## config.mk

```make
export PLATFORM = sky130hd
export DESIGN_NAME = writeback_unit_flat
export DESIGN_NICKNAME = d
export VERILOG_FILES = /design/src/rtl/writeback_unit_if.sv /design/src/rtl/writeback_unit.sv /design/src/flat_wrapper.sv
export SDC_FILE = /design/constraint.sdc
export NUM_CORES = 1
export LEC_CHECK = 0
export CORE_MARGIN = 4
export CORE_UTILIZATION = 45
export DETAILED_ROUTE_END_ITERATION = 6
export DONT_BUFFER_PORTS = 1
export PLACE_DENSITY = 0.65
export SLEW_MARGIN = 10
export SYNTH_ARGS = -nofsm -noshare
export SYNTH_HDL_FRONTEND = slang
export SYNTH_SLANG_ARGS = --single-unit
```

## constraint.sdc

```tcl
create_clock -name clock -period 3 [get_ports clock]
set_clock_uncertainty 0.15 [all_clocks]
set_input_delay 0.75 -clock clock [delete_from_list [all_inputs] [get_ports clock]]
set_output_delay 0.75 -clock clock [all_outputs]
set_load 0.03 [all_outputs]
```

## src/rtl/writeback_unit_if.sv

```systemverilog
// Retiring-instruction, load-response and register-file write bundle for writeback_unit.
// The writeback unit sits on the slave side; the pipeline/testbench drives the master side.
interface writeback_unit_if;
    logic        in_valid;
    logic        in_ready;
    logic [4:0]  in_rd;
    logic [1:0]  in_wb_sel;
    logic [31:0] in_alu_result;
    logic [31:0] in_pc;
    logic [2:0]  in_funct3;
    logic [1:0]  in_addr_low;
    logic        dmem_rsp_valid;
    logic [31:0] dmem_rsp_data;
    logic [4:0]  addr_rd;
    logic [31:0] data_rd;
    logic        write_enable;
    logic [31:0] retire_count;
    logic        err_spurious;
    logic        err_timeout;

    modport slave (
        input  in_valid, in_rd, in_wb_sel, in_alu_result, in_pc, in_funct3, in_addr_low,
        input  dmem_rsp_valid, dmem_rsp_data,
        output in_ready, addr_rd, data_rd, write_enable, retire_count, err_spurious, err_timeout
    );

    modport master (
        output in_valid, in_rd, in_wb_sel, in_alu_result, in_pc, in_funct3, in_addr_low,
        output dmem_rsp_valid, dmem_rsp_data,
        input  in_ready, addr_rd, data_rd, write_enable, retire_count, err_spurious, err_timeout
    );
endinterface

```

## src/rtl/writeback_unit.sv

```systemverilog
// Writeback stage: selects ALU / PC+4 / load data for the register file, waits for
// load responses with a timeout, counts retired instructions and keeps sticky error flags.
//
// state     | meaning
// IDLE      | accepting instructions; ALU/PC+4 results written one cycle later
// WAIT_LOAD | load issued, holding upstream until the response or the timeout
module writeback_unit #(
    parameter int LOAD_TIMEOUT = 16
) (
    input  logic             clock,
    input  logic             reset,
    writeback_unit_if.slave  wb
);
    typedef enum logic {IDLE, WAIT_LOAD} state_t;

    localparam logic [7:0] TIMER_TC = 8'(LOAD_TIMEOUT - 1);

    state_t      state;
    logic [4:0]  ld_rd;
    logic [2:0]  ld_funct3;
    logic [1:0]  ld_addr_low;
    logic [7:0]  timer;

    assign wb.in_ready = (state == IDLE);

    function automatic logic [31:0] extract(input logic [31:0] rsp,
                                            input logic [2:0]  funct3,
                                            input logic [1:0]  addr_low);
        logic [7:0]  b;
        logic [15:0] h;
        b = rsp[{addr_low, 3'b000} +: 8];
        h = rsp[{addr_low[1], 4'b0000} +: 16];
        case (funct3)
            3'b000:  extract = {{24{b[7]}}, b};
            3'b100:  extract = {24'd0, b};
            3'b001:  extract = {{16{h[15]}}, h};
            3'b101:  extract = {16'd0, h};
            3'b010:  extract = rsp;
            default: extract = 32'd0;
        endcase
    endfunction

    always_ff @(posedge clock) begin
        if (reset) begin
            state           <= IDLE;
            ld_rd           <= 5'd0;
            ld_funct3       <= 3'd0;
            ld_addr_low     <= 2'd0;
            timer           <= 8'd0;
            wb.addr_rd      <= 5'd0;
            wb.data_rd      <= 32'd0;
            wb.write_enable <= 1'b0;
            wb.retire_count <= 32'd0;
            wb.err_spurious <= 1'b0;
            wb.err_timeout  <= 1'b0;
        end else begin
            wb.write_enable <= 1'b0;
            case (state)
                IDLE: begin
                    // A response with no load outstanding is never written back.
                    if (wb.dmem_rsp_valid)
                        wb.err_spurious <= 1'b1;
                    if (wb.in_valid) begin
                        case (wb.in_wb_sel)
                            2'd0, 2'd2: begin
                                wb.retire_count <= wb.retire_count + 32'd1;
                                if (wb.in_rd != 5'd0) begin
                                    wb.write_enable <= 1'b1;
                                    wb.addr_rd      <= wb.in_rd;
                                    wb.data_rd      <= (wb.in_wb_sel == 2'd0) ? wb.in_alu_result
                                                                              : wb.in_pc + 32'd4;
                                end
                            end
                            2'd1: begin
                                ld_rd       <= wb.in_rd;
                                ld_funct3   <= wb.in_funct3;
                                ld_addr_low <= wb.in_addr_low;
                                timer       <= 8'd0;
                                state       <= WAIT_LOAD;
                            end
                            default: wb.retire_count <= wb.retire_count + 32'd1;
                        endcase
                    end
                end
                WAIT_LOAD: begin
                    // Response is checked first so it wins over a coincident timeout.
                    if (wb.dmem_rsp_valid) begin
                        wb.retire_count <= wb.retire_count + 32'd1;
                        if (ld_rd != 5'd0) begin
                            wb.write_enable <= 1'b1;
                            wb.addr_rd      <= ld_rd;
                            wb.data_rd      <= extract(wb.dmem_rsp_data, ld_funct3, ld_addr_low);
                        end
                        timer <= 8'd0;
                        state <= IDLE;
                    end else if (timer == TIMER_TC) begin
                        wb.err_timeout <= 1'b1;
                        timer          <= 8'd0;
                        state          <= IDLE;
                    end else begin
                        timer <= timer + 8'd1;
                    end
                end
                default: state <= IDLE;
            endcase
        end
    end
endmodule

```

## src/flat_wrapper.sv

```systemverilog
// flat-port wrapper written by rule: the top's interface ports become plain ports
module writeback_unit_flat 
#(
    parameter int LOAD_TIMEOUT = 16
)
  (clock, reset, wb_in_valid, wb_in_rd, wb_in_wb_sel, wb_in_alu_result, wb_in_pc, wb_in_funct3, wb_in_addr_low, wb_dmem_rsp_valid, wb_dmem_rsp_data, wb_in_ready, wb_addr_rd, wb_data_rd, wb_write_enable, wb_retire_count, wb_err_spurious, wb_err_timeout);
  writeback_unit_if wb_i ();
  input  logic clock;
  input  logic reset;
  input wire logic [$bits(wb_i.in_valid)-1:0] wb_in_valid;
  input wire logic [$bits(wb_i.in_rd)-1:0] wb_in_rd;
  input wire logic [$bits(wb_i.in_wb_sel)-1:0] wb_in_wb_sel;
  input wire logic [$bits(wb_i.in_alu_result)-1:0] wb_in_alu_result;
  input wire logic [$bits(wb_i.in_pc)-1:0] wb_in_pc;
  input wire logic [$bits(wb_i.in_funct3)-1:0] wb_in_funct3;
  input wire logic [$bits(wb_i.in_addr_low)-1:0] wb_in_addr_low;
  input wire logic [$bits(wb_i.dmem_rsp_valid)-1:0] wb_dmem_rsp_valid;
  input wire logic [$bits(wb_i.dmem_rsp_data)-1:0] wb_dmem_rsp_data;
  output wire logic [$bits(wb_i.in_ready)-1:0] wb_in_ready;
  output wire logic [$bits(wb_i.addr_rd)-1:0] wb_addr_rd;
  output wire logic [$bits(wb_i.data_rd)-1:0] wb_data_rd;
  output wire logic [$bits(wb_i.write_enable)-1:0] wb_write_enable;
  output wire logic [$bits(wb_i.retire_count)-1:0] wb_retire_count;
  output wire logic [$bits(wb_i.err_spurious)-1:0] wb_err_spurious;
  output wire logic [$bits(wb_i.err_timeout)-1:0] wb_err_timeout;
  assign wb_i.in_valid = wb_in_valid;
  assign wb_i.in_rd = wb_in_rd;
  assign wb_i.in_wb_sel = wb_in_wb_sel;
  assign wb_i.in_alu_result = wb_in_alu_result;
  assign wb_i.in_pc = wb_in_pc;
  assign wb_i.in_funct3 = wb_in_funct3;
  assign wb_i.in_addr_low = wb_in_addr_low;
  assign wb_i.dmem_rsp_valid = wb_dmem_rsp_valid;
  assign wb_i.dmem_rsp_data = wb_dmem_rsp_data;
  assign wb_in_ready = wb_i.in_ready;
  assign wb_addr_rd = wb_i.addr_rd;
  assign wb_data_rd = wb_i.data_rd;
  assign wb_write_enable = wb_i.write_enable;
  assign wb_retire_count = wb_i.retire_count;
  assign wb_err_spurious = wb_i.err_spurious;
  assign wb_err_timeout = wb_i.err_timeout;
  writeback_unit #(.LOAD_TIMEOUT(LOAD_TIMEOUT)) u_core (.clock(clock), .reset(reset), .wb(wb_i));
endmodule
```

* Yosys cells after proc, flatten, opt, wreduce, memory -nomap -nowiden *
Index checks and enable logic that the tools add are counted.

storage, ports and cells
  bits in read-only memories = 0
  memory bits (writable) = 0
  bits in latches = 0
  bits in registers = 91
  input bits = 112
  output and inout port bits = 73
  memories kept = 0

operators by class
  add/sub/neg operators = 3
  reduce and logical (&&, ||, !) cells = 11
  muxes and demuxes = 34
  multiply operators = 0
  equal/unequal tests = 14
  bitwise gates (word level) = 2
  shifts and indexed selects = 2
  $lt $le $gt $ge = 0
  div/mod/pow operators = 0

operator list
  kind                   number
  $mux 32                9
  $pmux 32 s5            1
  $pmux 32 s2            2
  $add 32x1->32 const B  1
  $add 32x3->32 const B  1
  $mux 8                 4
  $shiftx 32x6->16       1
  $shiftx 32x6->8        1
  $mux 5                 5
  $pmux 8 s2             1
  $pmux 5 s2             1
  $reduce_bool 5->1      2
  $mux 1                 9
  $reduce_and 3->1       3
  $add 8x1->8 const B    1
  $eq 8x4->1 const B     1
  $ne 2x2->1 const B     4
  $eq 3x3->1 const B     2
  $ne 2x1->1 const B     3
  $reduce_and 5->1       1
  $pmux 1 s2             2
  $reduce_and 2->1       2
  $eq 3x1->1 const B     1
  $eq 3x2->1 const B     1
  6 further kinds        7

* Logic depth before layout (Yosys ltp) *
Gate-level depths: netlist of the first run.

  word-level depth = 6
  mapped depth = 8

* Worst setup path before layout of the first run *
OpenSTA, ideal clock, no wires.

  path kind = in2reg
  start point = input wb_in_pc[4]
  end point = register u_core.wb.data_rd[25]
  path slack = 0.341 ns
  arrival time = 2.421 ns
  buffers on the path = 2
  stages = 7
  data required time = 2.762 ns
  setup time = 0.088 ns
  cells stage by stage = buf_2 and4_1 clkbuf_1 nand4_1 or4_1 a311o_1 a311oi_2

on the way
  word-level cells in the longest chain between the ends = 6

ends and longest elaborated chain
  item                  RTL line                 RTL
  from (decl)           flat_wrapper.sv:14       input wire logic [$bits(wb_i.in_pc)-1:0] wb_in_pc;
  $add 32x3->32         writeback_unit.sv:71     : wb.in_pc + 32'd4;
  $mux 32               writeback_unit.sv:70     wb.data_rd <= (wb.in_wb_sel == 2'd0) ? wb.in_alu_result
  $mux 32               writeback_unit.sv:67     if (wb.in_rd != 5'd0) begin
  $mux 32               writeback_unit.sv:64     case (wb.in_wb_sel)
  $mux 32               writeback_unit.sv:63     if (wb.in_valid) begin
  $pmux 32 s2           writeback_unit.sv:58     case (state)
  to (signal assigned)  writeback_unit.sv:70
  to (signal assigned)  writeback_unit.sv:92     wb.data_rd <= extract(wb.dmem_rsp_data, ld_funct3, ld_addr_low);
  to (decl)             writeback_unit_if.sv:24  output in_ready, addr_rd, data_rd, write_enable, retire_count, err_spurious, err_timeout

Every way passes these cells. The select of a mux whose other input is x is not followed.
A chain may end at the register's enable or synchronous reset.

* Final worst setup path of the first run *
  start point = register u_core.wb.retire_count[10]
  end point = register u_core.wb.retire_count[28]

on the way
  word-level cells in the longest chain between the ends = 4
  elaborated cells on any way between the ends = 5
  classes of those cells = add/sub (1); mux (4)

ends and longest elaborated chain
  item                    RTL line                                                          RTL
  from (decl)             writeback_unit_if.sv:24
  from (signal assigned)  writeback_unit.sv:66                                              wb.retire_count <= wb.retire_count + 32'd1;
  from (signal assigned)  writeback_unit.sv:81                                              default: wb.retire_count <= wb.retire_count + 32'd1;
  from (signal assigned)  writeback_unit.sv:88                                              wb.retire_count <= wb.retire_count + 32'd1;
  $add 32x1->32 (*)       writeback_unit.sv:66, writeback_unit.sv:81, writeback_unit.sv:88
  $mux 32                 -
  $mux 32                 writeback_unit.sv:63
  $pmux 32 s2 (*)         writeback_unit.sv:58

Every way passes the cells marked *; elsewhere a longest branch is shown, timed or not. The select of a mux whose other input is x is not followed.

==> results.txt, run 1 <==
CP Data Arrival Time - 2.75 ns
Core Region - 0.0126 mm^2
Unique masters post-synth - 62
Post-Synthesis Cells - 797
CTS Buf Count - 9
First-pass GRT wire length - 29300 um
Post-CTS Hold Buffers - 0
P per Cell Area - 475 mW/mm^2
Setup slack after layout - 0.374 ns
Clk buf depth - 2
Worst Hold Launch - reset
#FFs+latches synth - 91
Dpl ws - 0.280 ns
1st-iter DRT viols - 913
TritonCTS clock tree - built
CTS H-tree depth - 3
Max-capacitance violation count - 0
Max IR drop VDD - 405 uV
Async SR Flop Fraction - 0%
Die footprint - 0.0147 mm^2
Worst-margin pin slew - 0.722 ns
Vias per cell - 6.35
Ys flop type - dfxtp_1
Drt pass-1 iters - 5
DRT antenna net count - 0
Syn_nets - 912
Routed WL per cell - 20.0 um
Highest clock rate - 381 MHz
R2R setup slack - 0.37 ns
Ys Warns - 0
EDFF count, synth - 0
CTS Sinks - 91
Std-Cell Rows - 41
Fraction of layout cells with a size suffix above 1 - 7.78%
Area delta synth->final - 9.14%
Leading cell type in the layout, fill and taps excluded - nand2_1
Initial antenna violation count - 2
Die X - 121 um
RSZ-0062 raised after global routing - no
Worst slew margin - 51.8%
Crit Path Max Fanout - 22
Total global routing overflow - 0
CP Capture Type - register
Setup_tns - 0 ns
Post-CTS resize count - 0
Lkg Pwr - 2.12 nW
CP required - 3.13 ns
Final setup fails - 0
Drt drc - 0
Syn Area/Cell - 7.25 um^2
Final hold viol count - 0
Worst skew pair latency - 0.35 ns
WS Path Type - register to register
Clock slew at reported path FFs - 0.07 ns
Post-CTS Setup Bufs - 0
Largest net degree at the start of global routing - 96
PortBufs - 0
CTS root buffer - clkbuf_16
Net count, final - 894
Initial Utilization - 45.9%
Status - finished clean
Worst r2r src - u_core.wb.retire_count[10]
Vias in the first global route - 5483
Worst min-delay path category - input port to register
Via count - 6081
Final period util - 87.5%
Worst hold path stage count - 1
R2R depth - 5
Dpl hpwl - 14400 um
Crit start category - register
Reg-to-reg endpoint - u_core.wb.retire_count[28]
Min cycle time layout - 2.63 ns
Routed WL - 19100 um
Synthesized cell area - 0.00577 mm^2
Sequential share of the synthesized area - 31.5%
Die Ht - 121 um
Fillers - 1275
Max-slew violations - 0
Hold Path Sink - u_core.wb.err_timeout
Most frequent cells in the layout - 106 x nand2_1, 93 x nor2_1, 91 x dfxtp_1
Io pins - 185
Gr usage total - 25.3%
GPL Wtd Cong - 1.00
[routing by layer]
layer | GRT usage [%] | up-vias | routed length, um
li1 | - | 2909 | -
met1 | 34.5 | 2859 | 8180
met2 | 36.6 | 276 | 8150
met3 | 9.70 | 35 | 2330
met4 | 8.33 | 2 | 457
met5 | 0 | - | 13
[worst max-delay path by stage]
| stage | slack [ns] | to | from | cells after the start |
|---|---|---|---|---|
| floorplan | 0.34 | u_core.wb.data_rd[25] | wb_in_pc[4] | 7 |
| CTS | 0.37 | u_core.wb.retire_count[28] | u_core.wb.retire_count[10] | 5 |
| detailed placement | 0.28 | u_core.wb.data_rd[25] | wb_in_pc[19] | 5 |
| global route | 0.26 | u_core.wb.retire_count[28] | u_core.wb.retire_count[10] | 5 |
| finish | 0.37 | u_core.wb.retire_count[28] | u_core.wb.retire_count[10] | 5 |
| global placement | 0.32 | u_core.wb.data_rd[25] | wb_in_pc[19] | 5 |
[sequential cells by signal, indices dropped and copies added, names as in the netlist]
register	count
u_core.state	1
u_core.wb.err_spurious	1
u_core.wb.data_rd	32
u_core.wb.retire_count	32
u_core.wb.addr_rd	5
u_core.timer	8
u_core.wb.err_timeout	1
u_core.ld_addr_low	2
u_core.wb.write_enable	1
u_core.ld_funct3	3
u_core.ld_rd	5
[final cells by class]
class,count,area [um^2],share of cell area (%)
antenna,1,2.50,0.0397
clock buffer,11,233,3.69
clock inverter,5,85.1,1.35
inverter,15,56.3,0.893
multi-input combinational,635,3690,58.5
sequential,91,1820,28.9
tap,172,215,3.41
timing repair buffer,27,203,3.22
[cells in the mapped netlist (all sizes together) (2+ instances only)]
cell type / number / share of area [%]
a211o: 2 / 0.30
nor3b: 4 / 0.52
and3: 14 / 1.5
a21oi: 65 / 5.6
o31ai: 20 / 2.7
xnor2: 7 / 1.1
a21o: 2 / 0.26
a221oi: 3 / 0.46
nand2b: 4 / 0.43
o21ai: 67 / 5.9
nor2: 94 / 6.1
o211ai: 5 / 0.65
or2: 2 / 0.22
nand3: 39 / 3.5
inv: 14 / 0.91
o21bai: 3 / 0.39
o31a: 2 / 0.30
a31oi: 3 / 0.33
a31o: 3 / 0.46
and2: 15 / 1.6
nor2b: 4 / 0.43
a311o: 2 / 0.35
or4: 22 / 2.9
a41oi: 2 / 0.30
mux2i: 11 / 1.9
o21a: 5 / 0.65
ha: 3 / 0.65
nor4: 13 / 1.4
buf: 15 / 1.3
mux2: 3 / 0.59
clkbuf: 41 / 2.7
and4: 8 / 1.3
nand2: 106 / 6.9
dfxtp: 91 / 32
nand4: 18 / 2.2
or3: 11 / 1.2
o41ai: 2 / 0.30
a211oi: 13 / 1.7
xor2: 12 / 1.8
nor3: 10 / 0.87
a311oi: 26 / 4.1
[cells by family (layout without fill, tap and decap cells)]
kind of cell | Yosys count | after routing | share of synthesized area (%)
buffers and inverters | 71 | 58 | 4.90
multiplexers | 15 | 15 | 2.88
adder cells (fa/ha/maj) | 3 | 3 | 0.650
AO/OA/AOI/OAI | 229 | 229 | 25.3
flip-flops | 91 | 91 | 31.5
AND/OR/NAND/NOR | 369 | 369 | 31.9
other | 0 | 1 | 0
XOR/XNOR | 19 | 19 | 2.88
[report_power, final]
part,internal [W],switching [W],leakage (nW)
logic,0.000139,0.000211,1.23
registers,0.00126,0.000132,0.742
clock network,0.000738,0.000513,0.151
total,0.00213,0.000856,2.12
[stage by stage]
step	cells	hold WS, ns	power (W)	instance area (um^2)	util (%)
5_1_grt	956	0.306	0.00310	6300	50.1
6_report	957	0.318	0.00299	6300	50.1
2_1_floorplan	797	0.293	0.00168	5770	-
4_1_cts	956	0.311	0.00300	6300	50.1
3_3_place_gp	940	0.299	0.00175	5980	47.6
3_5_place_dp	940	0.307	0.00176	5980	47.6
[critical path: stages, from the launching register on]
cell	delay, ns
dfxtp_1	0.59
and4_4	0.34
nand3_2	0.09
or4_4	0.70
or4_1	0.53
a21oi_1	0.15
(Power assumes the default switching activity.)
==> run 2, diff against run 1 <==
Settings changed: ABC_AREA set to 1, SKIP_CTS_REPAIR_TIMING set to 1.
Clock period 3 ns to 2.43 ns, I/O delays scaled along.
==> run 2 against run 1 <==
Sequential cell count stayed put. Utilization is 0.11 points higher. First-iteration DRC count is 41% lower. Critical path depth is 2 higher. Routed wire length is 9.8% higher. Critical endpoint is now u_core.wb.data_rd[20]. Largest cell class unchanged.
==> results.txt, run 2 <==
Status - finished clean
Crit path max-delay family - simple AND/OR/NAND/NOR gates
Die footprint - 0.0163 mm^2
Placed insts - 1307
RSZ-0062 raised after global routing - no
Largest net degree at the start of global routing - 51
Final hold viol count - 0
Initial Utilization - 46.2%
Synth top area share - 28.2%
P per Cell Area - 533 mW/mm^2
CP Data Arrival Time - 2.20 ns
Core Region - 0.0140 mm^2
Most frequent cell after synthesis - nand2_1
Dominant cell type by area after synthesis - dfxtp_1
Max IR drop VDD - 340 uV
Area delta synth->final - 8.83%
Post-synth top cells - 332 x nand2_1, 240 x nor2_1, 100 x inv_1
Routed WL - 21000 um
Dpl hpwl - 16700 um
DRT antenna net count - 0
CTS Sinks - 91
Async SR Flop Fraction - 0%
Crit path cell chain - buf_4 > o21ai_0 > nor2_2 > nor2_1 > nand2_1 > a21oi_1 > a21oi_1
First-pass GRT wire length - 33700 um
Antenna Cells - 0
Lkg Pwr - 2.95 nW
Via count - 6973
Gr usage total - 25.7%
Io pins - 185
CTS Buf Count - 9
Vias per cell - 5.27
Fraction of layout cells with a size suffix above 1 - 7.26%
TritonCTS clock tree - built
CTS root buffer - clkbuf_16
Core Util, Final - 50.3%
Setup_tns - 0 ns
Worst-margin pin slew - 0.563 ns
Setup slack after layout - 0.360 ns
Cell mode on critical path - a21oi_1
Ys Warns - 0
Drt pass-1 iters - 6
Dpl ws - 0.339 ns
Initial antenna violation count - 0
Crit Path Max Fanout - 19
Buf+Inv Stages, Crit Path - 1
Synthesized cell area - 0.00646 mm^2
Largest regs - u_core.wb.data_rd x32, u_core.wb.retire_count x32, u_core.timer x8
Ys flop type - dfxtp_1
Die Ht - 128 um
Vias in the first global route - 6410
Final setup fails - 0
Worst skew pair latency - 0.35 ns
1st-iter DRT viols - 537
Clock slew at reported path FFs - 0.08 ns
Final period util - 85.2%
Fillers - 1519
Total global routing overflow - 0
Post-Synthesis Cells - 1136
Max-capacitance violation count - 0
Routed WL per cell - 15.9 um
WS Path Type - register to register
Syn Area/Cell - 5.69 um^2
CP Capture Type - register
Crit start category - register
Worst min-delay path category - input port to register
Std-Cell Rows - 43
Worst slew margin - 62.4%
EDFF count, synth - 0
Unique masters post-synth - 36
GPL Wtd Cong - 0.949
Crit path largest cell delay - 0.47 ns
Syn_nets - 1251
Top post-synthesis cells by area - dfxtp_1 28%, nand2_1 19%, nor2_1 14%
#FFs+latches synth - 91
Min cycle time layout - 2.07 ns
Clk buf depth - 2
CTS H-tree depth - 3
Net count, final - 1253
Die X - 128 um
Non-Filler Instances - 1323
Leading cell type in the layout, fill and taps excluded - nand2_1
PortBufs - 0
Drt drc - 0
Max stage delay cell, worst path - nor2_2
Highest clock rate - 483 MHz
Most frequent cells in the layout - 332 x nand2_1, 240 x nor2_1, 100 x inv_1
Max-slew violations - 0
Sequential share of the synthesized area - 28.2%
CP required - 2.56 ns
run 2: stage by stage:
step	hold slack, ns	area [um^2]	power [W]
after floorplan	0.304	6460	0.00219
after global placement	0.317	6730	0.00234
after detailed placement	0.321	6730	0.00234
after CTS	0.148	7030	0.00378
after global routing	0.148	7030	0.00394
final	0.164	7030	0.00375
run 2: path summary, 6_finish.rpt:
kind	startpoint	end	slack (ns)	depth (start not counted)
min	reset	u_core.wb.retire_count[30]	0.16	1
min reg2reg	u_core.timer[1]	u_core.timer[1]	0.33	2
max reg2reg	u_core.ld_addr_low[1]	u_core.wb.data_rd[20]	0.36	7
max	u_core.ld_addr_low[1]	u_core.wb.data_rd[20]	0.36	7
run 2: cell type report:
cell class              instances  area [um^2]  area share, %
clock buffers                   9          225           3.20
clock inverters                 7         76.3           1.09
inverters                     105          394           5.61
multi-input cells             894         3980           56.7
flip-flops and latches         91         1820           25.9
well taps                     180          225           3.20
repair buffers                 37          303           4.31
run 2: logic make-up (layout without fill, tap and decap cells):
family / count (synthesis) / in the layout / share of synthesized area, %
compound gates: 201 / 201 / 16.3
xor+xnor: 14 / 14 / 1.90
fa+ha+maj: 3 / 3 / 0.581
buf+inv: 151 / 158 / 10.1
flops: 91 / 91 / 28.2
simple gates: 676 / 676 / 42.9
run 2: power breakdown:
group / total [W] / switching [W] / internal [W]
clock: 0.00144 / 0.000702 / 0.000735
sequential: 0.00173 / 0.000168 / 0.00156
combinational: 0.000585 / 0.000395 / 0.000190
total: 0.00375 / 0.00127 / 0.00248
run 2: metal layers:
layer  vias up  share of wire [%]  GRT usage [%]
li1       3602                  -              -
met1      3044                 47           37.8
met2       305                 40           36.7
met3        22                 11           7.83
met4         0                1.6           6.05
met5         -                  0              0
run 2: worst reg2reg max path, delay by kind of cell (launching register included):
kind | cells | cell delay, ns
and+or+nand+nor | 3 | 0.67
DFF | 1 | 0.46
buffers and inverters | 1 | 0.26
AOI/OAI and AO/OA | 3 | 0.47
==> variant, RTL diff (flow settings as in run 1) <==
Reset style: asynchronous (`reset`), changed in one clocked block.
--- a/src/rtl/writeback_unit.sv
+++ b/src/rtl/writeback_unit.sv
@@ -42,3 +42,3 @@
 
-    always_ff @(posedge clock) begin
+    always_ff @(posedge clock or posedge reset) begin
         if (reset) begin
Formal check against the unedited RTL: differs if reset is asserted again (counterexample within 4 cycles, from zero or initial values and one cycle with reset high); with reset held inactive, the same outputs for 4 cycles.
==> variant against run 1 <==
- setup slack better by 110 ps
- area after synthesis is 3.4% lower
- wire length is 10% lower
- cell count is 22% lower
- synthesized cell count is 27% lower
- critical path depth stayed put
- die area is 3.2% lower
- cell area is 4.5% lower
- sequential cell count stayed put
- highest routed layer is now met4
Power is not compared: it rests on default switching activity, and its combinational part moved more than twofold at a synthesized area within 25%.
==> variant: results (changes against run 1) <==
metric;value;unit;change
antenna violations before repair;0;;-2
Max Buffers Root-to-Sink;2;;unchanged
Top Registers;u_core.wb.data_rd x32, u_core.wb.retire_count x32, u_core.timer x8;;
largest net degree at the start of global routing;51;;-47%
ys async rst share;100.0;%;+100 points
Die ar.;14230;um2;-3.2%
drt pass-1 iters;6;;+1
max incr delay on CP;870;ps;+170 ps
worst hold path class;input port to asynchronous set/reset pin;;
buffering overhead;1.206;%;-2.0 points
count of multi-input gates;453;;-29%
layout cell share with drive strength beyond 1;11.40;%;+3.6 points
Seq/Total Area, Yosys;40.84;%;+9.3 points
Yosys warning count;0;;unchanged
Design Power;0.003947;W;
# nets final;689;;-23%
count of different cell masters after synthesis;69;;+11%
vias per cell;6.344;;-0.16%
Crit-path slowest cell;nor4b_2;;
DP Area;5734;um2;-4.1%
Syn Std Cell Area;5575;um2;-3.4%
routability congestion estimate;0.8890;;-11%
Signal buffers;8;;-70%
ClkCell Share;4.680;%;-0.36 points
WL per Instance;22.98;um;+15%
Worst R2R End;u_core.wb.data_rd[21]$_DFFE_PP0P_;;
CTS resizes;0;;unchanged
Worst-Margin Slew;887.0;ps;+165.1 ps
Max VDD drop;0.2617;mV;
Layout fillers;1113;;-13%
GRT Util Overall;24.12;%;-1.1 points
vias in the first global route;4861;;-11%
Iter 0 DRT Violations;426;;-53%
Setup WS pre-CTS;488.9;ps;+208.5 ps
# clk buffers;11;;unchanged
worst r2r src;u_core.state$_DFF_PP0_;;
CP arrival;2640;ps;-110 ps
Seq cells;91;;unchanged
number of instances in the placed design;731;;-22%
worst hold margin;103.8;ps;-214.6 ps
Mapped Cells;579;;-27%
invs w/o clock;11;;-4
Multi-input gate area;3129;um2;-15%
sequential cell area;2277;um2;+25%
top-count cell post-synth;dfrtp_1;;
HPWL after DPL;13.53;mm;-6.1%
status;finished, final reports clean;;
drt total wl;17.17;mm;-10%
top post-synthesis cells by area;dfrtp_1 (41%), xnor2_1 (5.5%), o21ai_0 (3.9%);;
Ant. Diodes;0;;-1
critical path peak fanout;25;;+14%
first-pass GRT wire length;26.97;mm;-8.0%
synth cell count leaders;dfrtp_1 (91), nand2_1 (56), o21ai_0 (43), nor2_1 (36), xnor2_1 (35);;
FF-to-FF setup slack;480;ps;+110 ps
Comb power;0.000820;W;
[variant: changes by cell type after synthesis, moves of 30 or more]
| cell | run 1 | this run |
|---|---|---|
| dfrtp_1 | 0 | 91 |
| dfxtp_1 | 91 | 0 |
| nor2_1 | 94 | 36 |
| a21oi_1 | 65 | 14 |
| nand2_1 | 106 | 56 |
| clkbuf_1 | 41 | 11 |
[variant: metal layers]
metal,vias up,routed length [um],track usage [%]
li1,2181,-,-
met1,2281,6959,30.63
met2,243,7891,37.65
met3,34,1718,8.689
met4,0,596,9.234
met5,-,0,0
[variant: worst max-delay path, delay by kind of cell (launching register included)]
family	cells	cell delay (ps)
and+or+nand+nor	2	1020
buffers and inverters	2	660
DFF	1	340
AOI/OAI and AO/OA	1	270
[variant: how the worst max path moves through the flow]
stage | slack (ps) | to | from | depth (start not counted)
floorplan | 800 | u_core.wb.data_rd[17]$_DFFE_PP0P_ | wb_dmem_rsp_data[23] | 5
global placement | 580 | u_core.wb.data_rd[21]$_DFFE_PP0P_ | u_core.state$_DFF_PP0_ | 5
detailed placement | 490 | u_core.wb.data_rd[24]$_DFFE_PP0P_ | wb_in_rd[0] | 7
CTS | 540 | u_core.wb.data_rd[21]$_DFFE_PP0P_ | u_core.state$_DFF_PP0_ | 5
global route | 290 | u_core.wb.data_rd[21]$_DFFE_PP0P_ | u_core.state$_DFF_PP0_ | 5
finish | 480 | u_core.wb.data_rd[21]$_DFFE_PP0P_ | u_core.state$_DFF_PP0_ | 5
[variant: cell families (layout without fill, tap and decap cells)]
logic type	count (synthesis)	in the layout	synth area share [%]
AND/OR/NAND/NOR	216	216	21.59
AO/OA/AOI/OAI	148	148	19.14
flip-flops	91	91	40.84
XOR/XNOR	51	51	8.012
multiplexers	35	35	6.710
buffers and inverters	35	35	3.030
adder cells (fa/ha/maj)	3	3	0.6733
